File: config.mk
export PLATFORM = sky130hd
export DESIGN_NAME = byte_rd_serializer_flat
export DESIGN_NICKNAME = d
export VERILOG_FILES = /design/src/rtl/byte_rd_serializer_if.sv /design/src/rtl/byte_rd_serializer.sv /design/src/flat_wrapper.sv
export SDC_FILE = /design/constraint.sdc
export NUM_CORES = 1
export LEC_CHECK = 0
export CORE_ASPECT_RATIO = 0.9
export CORE_UTILIZATION = 51
export CTS_BUF_LIST = sky130_fd_sc_hd__clkbuf_2 sky130_fd_sc_hd__clkbuf_4 sky130_fd_sc_hd__clkbuf_8
export CTS_CLUSTER_SIZE = 20
export DETAILED_ROUTE_END_ITERATION = 8
export PLACE_DENSITY = 0.8
export SYNTH_ARGS = -nofsm -noshare
export SYNTH_HDL_FRONTEND = slang
export SYNTH_SLANG_ARGS = --single-unit
File: constraint.sdc
create_clock -name clk -period 2.4 [get_ports clk]
set_clock_uncertainty 0.2 [all_clocks]
set_input_delay 0.36 -clock clk [delete_from_list [all_inputs] [get_ports clk]]
set_output_delay 0.36 -clock clk [all_outputs]
set_load 0.02 [all_outputs]
File: src/rtl/byte_rd_serializer_if.sv
// rtl/byte_rd_serializer_if.sv - load/output handshake bundle for byte_rd_serializer
interface byte_rd_serializer_if #(
    parameter int DATA_WIDTH = 32
);
    logic                  load_valid;
    logic                  load_ready;
    logic [DATA_WIDTH-1:0] load_data;
    logic                  abort;
    logic                  out_valid;
    logic                  out_ready;
    logic [7:0]            out_byte;
    logic [1:0]            out_sel;
    logic                  out_last;
    logic                  busy;

    modport master (
        output load_valid, load_data, abort, out_ready,
        input  load_ready, out_valid, out_byte, out_sel, out_last, busy
    );

    modport slave (
        input  load_valid, load_data, abort, out_ready,
        output load_ready, out_valid, out_byte, out_sel, out_last, busy
    );
endinterface

File: src/rtl/byte_rd_serializer.sv
// rtl/byte_rd_serializer.sv - splits a word into LSB-first bytes over a valid/ready stream
module byte_rd_serializer #(
    parameter int DATA_WIDTH = 32
) (
    input  logic                    clk,
    input  logic                    rst,
    byte_rd_serializer_if.slave     bus
);
    localparam int         NUM_BYTES = (DATA_WIDTH + 7) / 8;
    localparam logic [1:0] LAST_IDX  = 2'(NUM_BYTES - 1);

    typedef enum logic {IDLE, SEND} state_t;

    state_t      state_q;
    logic [31:0] hold_q;
    logic [1:0]  idx_q;
    logic [7:0]  out_byte_q;
    logic [1:0]  out_sel_q;
    logic        out_last_q;

    logic [31:0] load_ext;
    logic [1:0]  idx_d;

    assign load_ext = 32'(bus.load_data);
    assign idx_d    = idx_q + 2'd1;

    function automatic logic [7:0] pick_byte(input logic [31:0] w, input logic [1:0] i);
        logic [31:0] s;
        s = w >> {i, 3'b000};
        return s[7:0];
    endfunction

    // Byte outputs are registered so out_ready never reaches them combinationally.
    always_ff @(posedge clk or posedge rst) begin
        if (rst) begin
            state_q    <= IDLE;
            hold_q     <= 32'd0;
            idx_q      <= 2'd0;
            out_byte_q <= 8'd0;
            out_sel_q  <= 2'd0;
            out_last_q <= 1'b0;
        end else begin
            case (state_q)
                IDLE: begin
                    if (bus.load_valid && !bus.abort) begin
                        state_q    <= SEND;
                        hold_q     <= load_ext;
                        idx_q      <= 2'd0;
                        out_byte_q <= load_ext[7:0];
                        out_sel_q  <= 2'd0;
                        out_last_q <= (LAST_IDX == 2'd0);
                    end
                end
                SEND: begin
                    // Abort wins over a simultaneous handshake: that byte is dropped.
                    if (bus.abort || (bus.out_ready && out_last_q)) begin
                        state_q    <= IDLE;
                        idx_q      <= 2'd0;
                        out_byte_q <= 8'd0;
                        out_sel_q  <= 2'd0;
                        out_last_q <= 1'b0;
                    end else if (bus.out_ready) begin
                        idx_q      <= idx_d;
                        out_byte_q <= pick_byte(hold_q, idx_d);
                        out_sel_q  <= idx_d;
                        out_last_q <= (idx_d == LAST_IDX);
                    end
                end
                default: state_q <= IDLE;
            endcase
        end
    end

    assign bus.load_ready = (state_q == IDLE) && !bus.abort;
    assign bus.out_valid  = (state_q == SEND);
    assign bus.busy       = (state_q == SEND);
    assign bus.out_byte   = out_byte_q;
    assign bus.out_sel    = out_sel_q;
    assign bus.out_last   = out_last_q;
endmodule

File: src/flat_wrapper.sv
// flat-port wrapper written by rule: the top's interface ports become plain ports
module byte_rd_serializer_flat 
#(
    parameter int DATA_WIDTH = 32
)
  (clk, rst, bus_load_valid, bus_load_data, bus_abort, bus_out_ready, bus_load_ready, bus_out_valid, bus_out_byte, bus_out_sel, bus_out_last, bus_busy);
  byte_rd_serializer_if #(.DATA_WIDTH(DATA_WIDTH)) bus_i ();
  input  logic clk;
  input  logic rst;
  input wire logic [$bits(bus_i.load_valid)-1:0] bus_load_valid;
  input wire logic [$bits(bus_i.load_data)-1:0] bus_load_data;
  input wire logic [$bits(bus_i.abort)-1:0] bus_abort;
  input wire logic [$bits(bus_i.out_ready)-1:0] bus_out_ready;
  output wire logic [$bits(bus_i.load_ready)-1:0] bus_load_ready;
  output wire logic [$bits(bus_i.out_valid)-1:0] bus_out_valid;
  output wire logic [$bits(bus_i.out_byte)-1:0] bus_out_byte;
  output wire logic [$bits(bus_i.out_sel)-1:0] bus_out_sel;
  output wire logic [$bits(bus_i.out_last)-1:0] bus_out_last;
  output wire logic [$bits(bus_i.busy)-1:0] bus_busy;
  assign bus_i.load_valid = bus_load_valid;
  assign bus_i.load_data = bus_load_data;
  assign bus_i.abort = bus_abort;
  assign bus_i.out_ready = bus_out_ready;
  assign bus_load_ready = bus_i.load_ready;
  assign bus_out_valid = bus_i.out_valid;
  assign bus_out_byte = bus_i.out_byte;
  assign bus_out_sel = bus_i.out_sel;
  assign bus_out_last = bus_i.out_last;
  assign bus_busy = bus_i.busy;
  byte_rd_serializer #(.DATA_WIDTH(DATA_WIDTH)) u_core (.clk(clk), .rst(rst), .bus(bus_i));
endmodule
Word-level counts from Yosys, hierarchy flattened
Index checks and enable logic that the tools add are counted.
{"block": "word_totals", "regBits": 44, "in_bits": 37, "out_inout_bits": 14, "wordCells": 33}
{"block": "classes", "addsub": 1, "eq_ne": 3, "shift": 1, "muxes": 15, "bitwise": 1, "reduce_logical": 7}
{"op": "$shr 32x5->8", "count": 1}
{"op": "$mux 8", "count": 3}
{"op": "$pmux 8 s2", "count": 1}
{"op": "$mux 2", "count": 3}
{"op": "$mux 1", "count": 5}
{"op": "$pmux 1 s2", "count": 2}
{"op": "$pmux 2 s2", "count": 1}
{"op": "$reduce_and 2->1", "count": 2}
{"op": "$logic_and 1x1->1", "count": 3}
{"op": "$ne 3x3->1 const B", "count": 1}
{"op": "$add 2x1->2 const B", "count": 1}
{"op": "$eq 2x2->1 const B", "count": 1}
{"op": "$ne 2x1->1 const B", "count": 1}
{"op": "$logic_not 1->1", "count": 1}
{"op": "$logic_or 1x1->1", "count": 1}
{"op": "$not 1->1", "count": 1}

Depth between registers and ports, before layout
{"block": "depth", "word_depth": 5, "ltp_mapped": 7, "depth_no_buf": 5}

Worst setup path after synthesis
Ideal clock, no wire load.
{"block": "synth_path", "kind": "register -> register", "start": "register, netlist name u_core.bus.out_sel[0]", "end": "register u_core.out_byte_q[6], in the netlist u_core.bus.out_byte[6]", "t_arrival_ps": 1906, "required_time_ps": 2076, "setup_slack_ps": 170, "stages_incl_launch_ff": 8, "period_less_slack_ps": 2230, "cell_sequence": "dfrtp_1 > buf_2 > inv_1 > ha_1 > buf_2 > mux4_2 > nand3_1 > a2bb2oi_1"}
{"element": "end signal: assignment", "line_no": "byte_rd_serializer.sv:49", "text": "out_byte_q <= load_ext[7:0];"}
{"element": "end signal: assignment", "line_no": "byte_rd_serializer.sv:64", "text": "out_byte_q <= pick_byte(hold_q, idx_d);"}
{"element": "end: declaration", "line_no": "byte_rd_serializer.sv:17", "text": "logic [7:0] out_byte_q;"}

Worst setup path after layout
{"block": "layout_path", "start": "input port bus_abort", "end": "output port bus_load_ready"}
{"block": "layout_between", "elab_chain_len": 2}
{"element": "start: declaration", "line_no": "flat_wrapper.sv:12", "text": "input wire logic [$bits(bus_i.abort)-1:0] bus_abort;"}
{"element": "$logic_not 1->1", "line_no": "byte_rd_serializer.sv:74", "text": "assign bus.load_ready = (state_q == IDLE) && !bus.abort;"}
{"element": "$logic_and 1x1->1", "line_no": "byte_rd_serializer.sv:74"}
{"element": "end: declaration", "line_no": "flat_wrapper.sv:14", "text": "output wire logic [$bits(bus_i.load_ready)-1:0] bus_load_ready;"}
No other way between the ends.

==> run metrics <==
Syn Nets 177; detailed-route vias per instance 5.809; endpoints failing setup 0; Netlist Area Pre-Place around 2100 um^2; multiplexer share of the synthesized area 30.30%; first-pass GRT wire length 7541 um; syn_area_per_cell 15.06 um^2; asr flop ratio synth 100.0%; clk buf depth 2; combinational family with the most area after synthesis multiplexers; area share of fa/ha/maj cells after synthesis 0.5977%; status completed; yosys warns 0; Post-CTS Setup Bufs 0; cell leakage power 1.228 nW; Total Power 2.151 mW; DRT iter0 DRCs 82; # DRC 0; Die Height 62.78 um; Slew headroom 47.36%; clock-pin slew on the worst setup and hold paths roughly 0.080 ns; crit path max fanout 5; Arr. time, crit path ~1.6 ns; Ant. Diodes 0; total core area 3810 um^2; xor and xnor area share after synthesis 0%; Peak VDD IR 0.4105 mV; post-CTS resize count 0; Cells after Synth ~140; RSZ-0062 raised after global routing no; total grt overflow 0; most frequent cells in the layout clkdlybuf4s50_1 (50), dfrtp_1 (44), mux2_4 (28); GRT Overall Usage about 23%; Synth Area in Simple Gates 5.619%; TritonCTS Buffers 5; CTS tree built; worst min path class in2async; cts hold-fix bufs 0; antenna violations before repair 0; Synth Flop Type dfrtp_1; Area Overhead vs Synth 31.20%; CP required approximately 1.8 ns; routed len/inst 18.20 um; routability cong. just under 0.8; drt first pass iters 4; most frequent CP cell clkdlybuf4s50_1; post-synthesis compound-gate area fraction 6.754%; commonest non-fill, non-tap cell in the layout clkdlybuf4s50_1; CP Capture Type primary output; final hold violation count 0; CP cell instances clkdlybuf4s50_1 -> nor2_1 -> clkdlybuf4s50_1; Clock Latency Late Sink about 0.3 ns; number of global-route vias before repair 1519; layout cells sized above 1 about 30%; Routed Wire Length 4387 um; Synth area leaders dfrtp_1 (53%), mux2_4 (20%), mux4_2 (8.6%); Final Slew Violations 0; Clock Tree Root clkbuf_8; Synth top area share 52.60%; final worst path period need 2.119 ns; CP delay by family, top buffers and inverters; post-synthesis sequential area ratio 52.60%; io pins between 50 and 60; Vias 1400; Cell Rows 21; Core Util, Final 72.09%; Worst Tran Pin Value 0.7848 ns; WP buf/inv 2; DP Wirelength 3076 um; Starting Density between 50% and 60%; Setup crit start kind input pin; Die ar. 4365 um^2; Yosys top cell by area dfrtp_1; max frequency 0.4720 GHz; Max Cap Viol 0; fin nets approximately 230; synthesized flop and latch total 44; number of routed nets with antenna violations 0; pwr dens between 700 and 800 nW/um^2; critical path type in2out; Finished Layout Cells 241; pin count of the biggest net entering global routing 40; Post-synth EDFFs 0; clk sinks 44; I/O Buffers 50; H-tree lvl count 2; chip width 69.53 um; DP Cell Count 234; post-route setup TNS 0 ns; CP max stage cell clkdlybuf4s50_1; final period utilization a little under 90%; synth unique cells 25; Crit path largest cell delay slightly above 0.6 ns
[through the flow]
step / cell area (um^2) / setup WS, ns / hold WS (ns)
after CTS: 2746 / 0.2796 / 0.2238
after global routing: 2746 / 0.2211 / 0.2635
final: 2746 / 0.2814 / 0.2141
after floorplan: 2093 / 0.1701 / 0.2676
after detailed placement: 2665 / 0.07219 / 0.2933
after global placement: 2665 / 0.1848 / 0.2884
[layout make-up]
| cell class | count | area, um^2 |
|---|---|---|
| clock buffers | 6 | 76.32 |
| clock inverters | 1 | 5.005 |
| fillers | 237 | 1064 |
| inverters | 2 | 7.507 |
| multi-input cells | 83 | 905.9 |
| flip-flops and latches | 44 | 1101 |
| well taps | 46 | 57.56 |
| repair buffers | 59 | 593.1 |
[routing by layer]
layer  routed length (um)  vias to the layer above  track usage (%)
met2                 2062                       50            35.80
li1                     -                      621                -
met4                   65                        0            8.673
met3                  267                        8            7.097
met5                    0                        -                0
met1                 1992                      721            30.15
[state kept, by name, indices dropped and copies added (netlist names)]
signal and flops:
u_core.bus.busy 1, u_core.bus.out_byte 8, u_core.bus.out_last 1, u_core.bus.out_sel 2, u_core.hold_q 32
[path summary, 6_finish.rpt]
check | startpoint | endpoint | slack [ns] | cells after the start
worst max-delay path | bus_abort | bus_load_ready | 0.28 | 3
worst min-delay path | rst | u_core.hold_q[13] | 0.21 | 2
worst max register to register | u_core.bus.busy | u_core.bus.out_sel[1] | 0.45 | 4
worst min register to register | u_core.hold_q[23] | u_core.hold_q[23] | 0.32 | 1
max in group asynchronous | rst | u_core.hold_q[1] | 1.26 | 3
min in group clk | u_core.hold_q[23] | u_core.hold_q[23] | 0.32 | 1
[report_power, final]
group	switching (mW)	leakage [nW]	internal, mW	total [mW]
registers	0.102	0.524	0.902	1.00
logic	0.251	0.660	0.444	0.695
clock network	0.244	0.0445	0.209	0.453
total	0.596	1.23	1.55	2.15
[cells by family after synthesis]
family                   Yosys count
flip-flops                        44
multiplexers                      39
AND/OR/NAND/NOR                   22
AO/OA/AOI/OAI                     21
buffers and inverters             12
adder cells (fa/ha/maj)            1
[cells in the mapped netlist, types with 2 or more instances]
master     number
dfrtp_1        44
mux2_4         28
nand3_1        11
o21ai_0        10
a2bb2oi_1       8
mux4_2          8
nand2_1         4
buf_2           3
buf_6           3
mux2_2          3
inv_1           2
nor2b_1         2
Power figures use the tool's default switching activity.
